### config.mk
export PLATFORM = sky130hd
export DESIGN_NAME = pwm_capture_flat
export DESIGN_NICKNAME = d
export VERILOG_FILES = /design/src/rtl/pwm_pkg.sv /design/src/rtl/pwm_capture_if.sv /design/src/rtl/pwm_input_sync.sv /design/src/rtl/pwm_capture.sv /design/src/flat_wrapper.sv
export SDC_FILE = /design/constraint.sdc
export NUM_CORES = 1
export LEC_CHECK = 0
export ABC_CLOCK_PERIOD_IN_PS = 4900
export BUFFER_PORTS_ARGS = -buffer_cell sky130_fd_sc_hd__buf_2
export CAP_MARGIN = 15
export CORE_MARGIN = 5
export CORE_UTILIZATION = 45
export CTS_CLUSTER_SIZE = 40
export DETAILED_ROUTE_END_ITERATION = 6
export GPL_ROUTABILITY_DRIVEN = 0
export SLEW_MARGIN = 20
export SYNTH_ARGS = -nofsm -noshare
export SYNTH_HDL_FRONTEND = slang
export SYNTH_SLANG_ARGS = --single-unit
### constraint.sdc
create_clock -name clock_in -period 4.9 [get_ports clock_in]
set_input_delay 0.98 -clock clock_in [delete_from_list [all_inputs] [get_ports clock_in]]
set_output_delay 0.98 -clock clock_in [all_outputs]
set_load 0.005 [all_outputs]
### src/rtl/pwm_pkg.sv
// ---------------------------------------------------------------------------
// pwm_pkg
//   Shared definitions for the PWM capture block and its sibling generator /
//   divider blocks.
//   - pwm_state_e     : capture FSM states (idle, measuring high, measuring low)
//   - DefaultCntWidth : default width of the high/period counters
//   - MaxDivision     : largest legal prescale exponent
//   - tick_mask()     : prescaler bit mask selecting the tick rate
// ---------------------------------------------------------------------------
package pwm_pkg;

    typedef enum logic [1:0] {
        StIdle = 2'd0,
        StHigh = 2'd1,
        StLow  = 2'd2
    } pwm_state_e;

    localparam int unsigned DefaultCntWidth = 16;
    localparam int unsigned MaxDivision     = 8;

    // Mask of the low prescaler bits that must all be ones for a tick.
    // A value of 0 yields an empty mask, so every cycle ticks. Out-of-range
    // values fall back to a divide-by-2 rate.
    function automatic logic [7:0] tick_mask(input logic [7:0] division_value);
        logic [3:0] n;
        logic [8:0] full;
        if (division_value > 8'(MaxDivision)) begin
            n = 4'd1;
        end else begin
            n = division_value[3:0];
        end
        full = (9'd1 << n) - 9'd1;
        return full[7:0];
    endfunction

endpackage

### src/rtl/pwm_capture_if.sv
// ---------------------------------------------------------------------------
// pwm_capture_if
//   Control, input and result signals of the PWM capture block.
//   master : driven by the register wrapper / environment
//            (enable, clear, division_value, pwm_in out; results in)
//   slave  : the capture block itself
//            (controls and pwm_in in; high_count, period_count,
//             result_valid, overflow out)
// ---------------------------------------------------------------------------
interface pwm_capture_if
    import pwm_pkg::*;
#(
    parameter int unsigned CNT_WIDTH = DefaultCntWidth
) ();

    logic                 enable;
    logic                 clear;
    logic [7:0]           division_value;
    logic                 pwm_in;
    logic [CNT_WIDTH-1:0] high_count;
    logic [CNT_WIDTH-1:0] period_count;
    logic                 result_valid;
    logic                 overflow;

    modport master (
        output enable,
        output clear,
        output division_value,
        output pwm_in,
        input  high_count,
        input  period_count,
        input  result_valid,
        input  overflow
    );

    modport slave (
        input  enable,
        input  clear,
        input  division_value,
        input  pwm_in,
        output high_count,
        output period_count,
        output result_valid,
        output overflow
    );

endinterface

### src/rtl/pwm_input_sync.sv
// ---------------------------------------------------------------------------
// pwm_input_sync
//   Brings the asynchronous PWM pin into the clock domain and detects edges.
//   Ports:
//     clock_in : system clock, rising edge
//     reset    : asynchronous, active-high
//     pwm_in   : raw asynchronous PWM pin
//     level    : synchronized level
//     rise     : level went 0 -> 1 this cycle
//     fall     : level went 1 -> 0 this cycle
//   All outputs are 0 while in reset.
// ---------------------------------------------------------------------------
module pwm_input_sync #(
    parameter int unsigned SYNC_STAGES = 2
) (
    input  logic clock_in,
    input  logic reset,
    input  logic pwm_in,
    output logic level,
    output logic rise,
    output logic fall
);

    logic [SYNC_STAGES-1:0] sync_q;
    logic                   level_dly_q;

    always_ff @(posedge clock_in or posedge reset) begin
        if (reset) begin
            sync_q      <= '0;
            level_dly_q <= 1'b0;
        end else begin
            sync_q      <= {sync_q[SYNC_STAGES-2:0], pwm_in};
            level_dly_q <= sync_q[SYNC_STAGES-1];
        end
    end

    assign level = sync_q[SYNC_STAGES-1];
    assign rise  = level & ~level_dly_q;
    assign fall  = ~level & level_dly_q;

endmodule

### src/rtl/pwm_capture.sv
// ---------------------------------------------------------------------------
// pwm_capture
//   Measures the high time and the period of an incoming PWM waveform in
//   prescaled clock ticks and reports each complete period with a one-cycle
//   result_valid strobe.
//   Ports:
//     clock_in : system clock, rising edge
//     reset    : asynchronous, active-high; clears all state
//     bus      : pwm_capture_if.slave
//                enable, clear, division_value, pwm_in (in)
//                high_count, period_count, result_valid, overflow (out)
// ---------------------------------------------------------------------------
module pwm_capture
    import pwm_pkg::*;
#(
    parameter int unsigned CNT_WIDTH   = DefaultCntWidth,
    parameter int unsigned SYNC_STAGES = 2
) (
    input  logic           clock_in,
    input  logic           reset,
    pwm_capture_if.slave   bus
);

    localparam logic [CNT_WIDTH-1:0] CntMax = '1;

    // Synchronized input and edges
    logic level;
    logic rise;
    logic fall;

    pwm_input_sync #(
        .SYNC_STAGES(SYNC_STAGES)
    ) u_sync (
        .clock_in(clock_in),
        .reset   (reset),
        .pwm_in  (bus.pwm_in),
        .level   (level),
        .rise    (rise),
        .fall    (fall)
    );

    // Free-running prescaler; never cleared by enable or clear so the tick
    // phase only depends on time since reset.
    logic [7:0] presc_q;
    logic [7:0] presc_mask;
    logic       tick;

    always_ff @(posedge clock_in or posedge reset) begin
        if (reset) begin
            presc_q <= 8'd0;
        end else begin
            presc_q <= presc_q + 8'd1;
        end
    end

    assign presc_mask = tick_mask(bus.division_value);
    assign tick       = (presc_q & presc_mask) == presc_mask;

    // Measurement state
    pwm_state_e           state_q, state_d;
    logic [CNT_WIDTH-1:0] hi_cnt_q, hi_cnt_d;
    logic [CNT_WIDTH-1:0] per_cnt_q, per_cnt_d;
    logic [CNT_WIDTH-1:0] hi_tmp_q, hi_tmp_d;
    logic [CNT_WIDTH-1:0] high_count_q, high_count_d;
    logic [CNT_WIDTH-1:0] period_count_q, period_count_d;
    logic                 result_valid_q, result_valid_d;
    logic                 overflow_q, overflow_d;

    // Counter helpers: an edge restarts at 1 if the edge cycle itself ticks,
    // otherwise counting advances one per tick and sticks at the maximum.
    logic [CNT_WIDTH-1:0] load_val;
    logic [CNT_WIDTH-1:0] hi_inc;
    logic [CNT_WIDTH-1:0] per_inc;
    logic                 hi_sat;
    logic                 per_sat;

    assign load_val = CNT_WIDTH'(tick);
    assign hi_sat   = hi_cnt_q == CntMax;
    assign per_sat  = per_cnt_q == CntMax;
    assign hi_inc   = (tick && !hi_sat) ? hi_cnt_q + CNT_WIDTH'(1) : hi_cnt_q;
    assign per_inc  = (tick && !per_sat) ? per_cnt_q + CNT_WIDTH'(1) : per_cnt_q;

    always_comb begin
        state_d        = state_q;
        hi_cnt_d       = hi_cnt_q;
        per_cnt_d      = per_cnt_q;
        hi_tmp_d       = hi_tmp_q;
        high_count_d   = high_count_q;
        period_count_d = period_count_q;
        result_valid_d = 1'b0;
        overflow_d     = overflow_q;

        if (bus.clear) begin
            // Clear wins over any edge seen in the same cycle.
            state_d        = StIdle;
            hi_cnt_d       = '0;
            per_cnt_d      = '0;
            hi_tmp_d       = '0;
            high_count_d   = '0;
            period_count_d = '0;
            overflow_d     = 1'b0;
        end else if (!bus.enable) begin
            // Abandon the measurement but keep the last results visible.
            state_d   = StIdle;
            hi_cnt_d  = '0;
            per_cnt_d = '0;
        end else begin
            case (state_q)
                StIdle: begin
                    hi_cnt_d  = '0;
                    per_cnt_d = '0;
                    if (rise) begin
                        state_d   = StHigh;
                        hi_cnt_d  = load_val;
                        per_cnt_d = load_val;
                    end
                end

                StHigh: begin
                    if (fall) begin
                        hi_tmp_d  = hi_cnt_q;
                        per_cnt_d = per_inc;
                        state_d   = StLow;
                    end else if (hi_sat || per_sat) begin
                        // 100% duty or a high phase longer than the counter.
                        overflow_d = 1'b1;
                        state_d    = StIdle;
                        hi_cnt_d   = '0;
                        per_cnt_d  = '0;
                    end else begin
                        hi_cnt_d  = hi_inc;
                        per_cnt_d = per_inc;
                    end
                end

                StLow: begin
                    if (rise) begin
                        high_count_d   = hi_tmp_q;
                        period_count_d = per_cnt_q;
                        result_valid_d = 1'b1;
                        hi_cnt_d       = load_val;
                        per_cnt_d      = load_val;
                        state_d        = StHigh;
                    end else if (per_sat) begin
                        // 0% duty or a period longer than the counter.
                        overflow_d = 1'b1;
                        state_d    = StIdle;
                        hi_cnt_d   = '0;
                        per_cnt_d  = '0;
                    end else begin
                        per_cnt_d = per_inc;
                    end
                end

                default: begin
                    state_d   = StIdle;
                    hi_cnt_d  = '0;
                    per_cnt_d = '0;
                end
            endcase
        end
    end

    always_ff @(posedge clock_in or posedge reset) begin
        if (reset) begin
            state_q        <= StIdle;
            hi_cnt_q       <= '0;
            per_cnt_q      <= '0;
            hi_tmp_q       <= '0;
            high_count_q   <= '0;
            period_count_q <= '0;
            result_valid_q <= 1'b0;
            overflow_q     <= 1'b0;
        end else begin
            state_q        <= state_d;
            hi_cnt_q       <= hi_cnt_d;
            per_cnt_q      <= per_cnt_d;
            hi_tmp_q       <= hi_tmp_d;
            high_count_q   <= high_count_d;
            period_count_q <= period_count_d;
            result_valid_q <= result_valid_d;
            overflow_q     <= overflow_d;
        end
    end

    assign bus.high_count   = high_count_q;
    assign bus.period_count = period_count_q;
    assign bus.result_valid = result_valid_q;
    assign bus.overflow     = overflow_q;

    // A result needs a full high and low phase, so strobes cannot be adjacent.
    assert property (@(posedge clock_in) disable iff (reset) result_valid_q |=> !result_valid_q);
    // Edges derive from the synchronized level.
    assert property (@(posedge clock_in) disable iff (reset) rise |-> level);

endmodule

### src/flat_wrapper.sv
// flat-port wrapper written by rule: the top's interface ports become plain ports
module pwm_capture_flat import pwm_pkg::*;
#(
    parameter int unsigned CNT_WIDTH   = DefaultCntWidth,
    parameter int unsigned SYNC_STAGES = 2
)
  (clock_in, reset, bus_enable, bus_clear, bus_division_value, bus_pwm_in, bus_high_count, bus_period_count, bus_result_valid, bus_overflow);
  pwm_capture_if #(.CNT_WIDTH(CNT_WIDTH)) bus_i ();
  input  logic clock_in;
  input  logic reset;
  input wire logic [$bits(bus_i.enable)-1:0] bus_enable;
  input wire logic [$bits(bus_i.clear)-1:0] bus_clear;
  input wire logic [$bits(bus_i.division_value)-1:0] bus_division_value;
  input wire logic [$bits(bus_i.pwm_in)-1:0] bus_pwm_in;
  output wire logic [$bits(bus_i.high_count)-1:0] bus_high_count;
  output wire logic [$bits(bus_i.period_count)-1:0] bus_period_count;
  output wire logic [$bits(bus_i.result_valid)-1:0] bus_result_valid;
  output wire logic [$bits(bus_i.overflow)-1:0] bus_overflow;
  assign bus_i.enable = bus_enable;
  assign bus_i.clear = bus_clear;
  assign bus_i.division_value = bus_division_value;
  assign bus_i.pwm_in = bus_pwm_in;
  assign bus_high_count = bus_i.high_count;
  assign bus_period_count = bus_i.period_count;
  assign bus_result_valid = bus_i.result_valid;
  assign bus_overflow = bus_i.overflow;
  pwm_capture #(.CNT_WIDTH(CNT_WIDTH), .SYNC_STAGES(SYNC_STAGES)) u_core (.clock_in(clock_in), .reset(reset), .bus(bus_i));
endmodule
# == Word-level counts from Yosys, hierarchy flattened ==
# Index checks and enable logic that the tools add are counted.
# totals
romBits,0
latch_bits,0
in_bits,13
n_memories,0
ramBits,0
ff_bits,95
# classes
muxes,49
n_bitwise,5
n_lt_le_gt_ge,1
n_reduce_logical,17
div,0
multipliers,0
add_sub_neg,4
shift,1
eq_ne,14
# ops
op,count
$mux 16,26
$pmux 16 s3,2
$add 16x1->16 const B,2
$eq 16x16->1 const B,2
$ne 5x3->1 const B,3
$mux 2,7
$reduce_and 3->1,4
$mux 1,11
$reduce_bool 2->1,5
$add 8x1->8 const B,1
$and 8x8->8,1
$eq 8x8->1,1
$gt 8x4->1 const B,1
$shl 1x4->8 const A,1
$sub 8x1->8 const B,1
$ne 3x2->1 const B,2
$ne 3x3->1 const B,2
$pmux 2 s3,1
$reduce_and 6->1,1
$mux 4,1
$ne 4x3->1 const B,1
$ne 4x4->1 const B,1
$reduce_bool 3->1,1
$and 1x1->1,2
other kinds (8),11

# == Longest topological paths before layout ==
# depth
word_depth,13
ltp_mapped,12
depth_no_buf,9

# == Hierarchy ==
# A second synthesis with hierarchy kept.
# unflattened
hier_cells,444
hier_area_um2,4475.5
# modules_own_cells
mod,cells_per_inst,area_per_inst_um2,seq_area_each_um2,instances
pwm_capture,438,4381.7,2302.2,1
pwm_input_sync,6,93.8,75.1,1

# == Worst setup path before layout ==
# OpenSTA, ideal clock, no wires.
# synth_path
path_type,input to register
startpoint,input bus_division_value[7]
endpoint,register u_core.hi_cnt_q[0]
path_slack_ps,1176
path_stages,11
setup_ps,125
arrival_time_ps,3599
cell_sequence,or4_1 > buf_2 > or3_1 > ha_1 > inv_1 > o2111ai_1 > o311a_1 > and4_1 > clkbuf_1 > a21oi_1 > mux2_2
# synth_between
elab_chain_cells,10
elab_cells_between_ends,14
classes_between,add/sub (1); order compare (1); eq/ne (2); shift (1); mux (6); bitwise (1); reduce/logical (2)
# synth_rtl
element,line,text
"start, declared",flat_wrapper.sv:13,input wire logic [$bits(bus_i.division_value)-1:0] bus_division_value;
$gt 8x4->1 (*),pwm_pkg.sv:27,if (division_value > 8'(MaxDivision)) begin
$mux 4 (*),pwm_pkg.sv:27,
$shl 1x4->8 (*),pwm_pkg.sv:32,full = (9'd1 << n) - 9'd1;
$sub 8x1->8 (*),pwm_pkg.sv:32,
$and 8x8->8,pwm_capture.sv:57,assign tick = (presc_q & presc_mask) == presc_mask;
$eq 8x8->1 (*),pwm_capture.sv:57,
$mux 16 / $mux 1 (equally long branches),"pwm_capture.sv:137, pwm_capture.sv:112",
$pmux 16 s3,pwm_capture.sv:108,case (state_q)
$mux 16,pwm_capture.sv:102,end else if (!bus.enable) begin
$mux 16,pwm_capture.sv:93,if (bus.clear) begin
"end signal, assigned",pwm_capture.sv:176,hi_cnt_q <= hi_cnt_d;
"end, declared",pwm_capture.sv:61,"logic [CNT_WIDTH-1:0] hi_cnt_q, hi_cnt_d;"
# Mark *: on every way between the ends. The rest lies on a longest branch, timed or not.
# A chain may end at the register's enable or synchronous reset.

# == Worst setup path after layout ==
# layout_path
startpoint,input bus_division_value[7]
endpoint,register u_core.hi_cnt_q[3]
# layout_between
elab_chain_cells,9
# layout_rtl
element,line,text
$gt 8x4->1 (*),pwm_pkg.sv:27,
$mux 4 (*),pwm_pkg.sv:27,
$shl 1x4->8 (*),pwm_pkg.sv:32,
$sub 8x1->8 (*),pwm_pkg.sv:32,
$and 8x8->8,pwm_capture.sv:57,
$eq 8x8->1 (*),pwm_capture.sv:57,
$logic_and 1x1->1 (*),pwm_capture.sv:80,assign hi_inc = (tick && !hi_sat) ? hi_cnt_q + CNT_WIDTH'(1) : hi_cnt_q;
$ne 5x3->1 (no line) (*),-,
$reduce_and 3->1 (no line) (*),-,
# Marked as above.

==> flow_summary_export.csv <==
group,metric,value,unit
detailed_routing,antenna_left,0,
worst_setup_path,crit_top_cell,"or4_1",
hold_path,worstHoldStart,"u_core.u_sync.sync_q[0]",
synthesis,ys.flop_type,"dfrtp_1",
placement,io_buffers,46,
placement,dp_hpwl,6.09,mm
worst_setup_path,rr_startpoint,"u_core.per_cnt_q[0]",
detailed_routing,drt_iter0_drc,183,
finish,synthToLayoutAreaGrowth,13.2,%
hold_path,hold_depth,0,
finish,nNetsFinal,463,
pwr,powerDensity,285,mW/mm2
clock_tree,cts_root_buffer,"clkbuf_8",
worst_setup_path,worstPathCellList,"buf_2 > or4_1 > or3_1 > ha_1 > inv_1 > a311oi_1 > a31oi_1 > nand4_4 > or4_1 > a21oi_1",
finish,fin_area,0.00502,mm2
worst_setup_path,startpoint_type,"primary input",
sta,tightest_slew,0.861,ns
floorplanning,fp.dieH,109,um
worst_setup_path,crit_fanout,46,
sta,whs,0.355,ns
clock_tree,clock-sinks,95,
synthesis,syn_nets,423,
clock_tree,h-tree-depth,3,
synthesis,ys_warn_count,0,
sta,finalHoldViolCount,0,
synthesis,synthTopCellsByCount,"95 x dfrtp_1, 48 x a22o_1, 26 x a21oi_1",
pwr,leakagePower,2.21,nW
synthesis,async_flop_share,100,%
hold_path,hold_path_end,"u_core.u_sync.sync_q[1]",
placement,place_area,0.00479,mm2
detailed_routing,num_vias,3342,
clock_tree,clk_latency,0.36,ns
worst_setup_path,crit_buf_inv,2,
finish,fillers,873,
worst_setup_path,reg2reg_slack,1.96,ns
sta,rsz0062_at_grt,"false",
floorplanning,coreArea,0.00968,mm2
synthesis,synth_top_area_share,53.6,%
sta,setup_viol,0,
flow_run,maxCapViolations,0,
global_route,grt_start_max_net_pins,52,
worst_setup_path,cp.arrival,4.21,ns
detailed_routing,drcViolationCount,0,
sta,fmax,0.254,GHz
placement,dp_cells,568,
hold_path,hold_path.class,"flop to flop",
floorplanning,ios,47,
finish,fin_cells,584,
worst_setup_path,worstSetupEndpointType,"flop",
sta,worst_clock_skew,0.0143,ns
floorplanning,rows,36,
global_route,grt_pass1_wl,16.3,mm
synthesis,syn_area,0.00443,mm2
global_route,grt_pass1_vias,3190,
worst_setup_path,worstPathRequired,5.18,ns
global_route,grt.total_usage,17.2,%
floorplanning,die_w,109,um
synthesis,ys_types,48,
clock_tree,clkTransAtPathRegs,0.09,ns
worst_setup_path,worstReg2RegEnd,"u_core.hi_cnt_q[3]",
sta,period_needed,3.94,ns
finish,final_util,51.8,%
global_route,antenna_found_initial,0,
detailed_routing,firstDrtPassIters,4,
sta,fin_ws,0.964,ns
detailed_routing,routed_wirelength,9.32,mm
synthesis,synth-seq-area-share,53.6,%
sta,slew-limit-headroom,42.5,%
synthesis,synth_area_leader_cell,"dfrtp_1",
synthesis,syn_area_per_cell,10.9,um2
synthesis,yosys_register_bits,95,
pwr,peakVddDrop,0.000133,V
pwr,fin_total_pwr,1.43,mW
synthesis,synth-edff-count,0,
synthesis,synth_most_common_cell,"dfrtp_1",
detailed_routing,wl_per_cell,16.0,um
clock_tree,cts_buffers,9,
sta,period_share,80.3,%
synthesis,synthTopCellsByArea,"dfrtp_1 54%, a22o_1 9.5%, or4_1 3.0%, a21oi_1 2.9%, o31ai_1 2.5%",
placement,post-place-ws,0.581,ns
run_status,outcome,"finished, final reports clean",
finish,antenna_cells,0,
floorplanning,start_util,45.8,%
clock_tree,clockBufferDepth,2,
worst_setup_path,path_class,"primary input to flop",
clock_tree,ctsResizeCount,0,
worst_setup_path,max_stage_delay,0.67,ns
detailed_routing,vias_per_cell,5.72,
clock_tree,cts_tree,"done",
synthesis,synthCells,406,
floorplanning,die-area,0.0119,mm2
sta,final_max_slew_viol_count,0,
finish,drive_gt1_share,17.3,%
worst_setup_path,rr_worst_depth,8,
clock_tree,cts_setup_buffers,0,
global_route,gr-total-overflow,0,
sta,setup_tns,0,ns
worst_setup_path,slowest_stage,"or4_1",
worst_setup_path,cp_top_family,"simple AND/OR/NAND/NOR gates",
clock_tree,cts-hold-fix-buffers,0,
==> worst register-to-register path, stage by stage (launching register included) <==
cell,delay [ns]
dfrtp_1,0.45
ha_1,0.23
nand2_1,0.09
nor4_2,0.47
nand2b_1,0.17
a31oi_1,0.40
inv_1,0.34
or4_1,0.55
a21oi_1,0.16
==> where the power goes <==
group	switching (mW)	internal (mW)
registers	0.00219	0.786
logic	0.0458	0.0149
clock network	0.289	0.293
total	0.337	1.09
==> area by class of cell <==
class | instances | area, um2 | share of cell area, %
flip-flops and latches | 95 | 2380 | 47.4
multi-input cells | 275 | 1920 | 38.2
repair buffers | 53 | 283 | 5.63
well taps | 133 | 166 | 3.32
clock buffers | 9 | 124 | 2.47
clock inverters | 7 | 103 | 2.04
inverters | 12 | 46.3 | 0.922
==> worst max path at each step <==
stage,start,endpoint,slack (ns),cells after the start
after floorplan,bus_division_value[7],u_core.hi_cnt_q[0],1.18,11
after global placement,bus_division_value[7],u_core.hi_cnt_q[5],0.73,10
after detailed placement,bus_division_value[7],u_core.hi_cnt_q[3],0.58,10
after CTS,bus_division_value[7],u_core.hi_cnt_q[3],0.98,10
after global routing,bus_division_value[7],u_core.per_cnt_q[3],0.70,10
final,bus_division_value[7],u_core.hi_cnt_q[3],0.96,10
==> cells in the final DEF (no fill, tap or decap), types with 3 or more instances in the layout <==
cell and count:
a21oi_1 25, a22o_1 48, and3_1 3, and4_1 4, buf_2 46, buf_4 7, clkbuf_8 9, dfrtp_1 95
ha_1 4, inv_1 11, mux2i_1 11, nand2_1 24, nand2b_1 17, nand3_1 19, nand4_1 9, nor2_1 13
nor2b_1 6, nor3_1 7, nor4_1 4, o2111ai_1 3, o211ai_1 3, o21ai_0 3, o31ai_1 15, or3_1 4
or4_1 18, xnor2_1 4
==> sequential cells by signal, indices dropped and copies added (netlist names) <==
register                   flops
u_core.state_q                 2
u_core.bus.overflow            1
u_core.bus.result_valid        1
u_core.u_sync.level_dly_q      1
u_core.bus.high_count         16
u_core.hi_tmp_q               16
u_core.u_sync.sync_q           2
u_core.per_cnt_q              16
u_core.bus.period_count       16
u_core.hi_cnt_q               16
u_core.presc_q                 8
==> per-layer routing <==
metal	wire length, um	global-route usage (%)	part of all wire [%]
met4	143	5.79	1.5
met2	4130	24.2	44
met3	267	3.67	2.9
met1	4780	26.2	51
met5	0	0	0
==> cells by family after synthesis <==
family	count (synthesis)	share of synthesized area, %
DFF	95	53.6
adders and majority gates	4	1.13
buffers and inverters	36	3.36
AOI/OAI and AO/OA	115	19.8
muxes	13	2.99
and+or+nand+nor	137	17.8
xor gates and xnor gates	6	1.19
No activity file was read; power rests on OpenSTA's default activity.
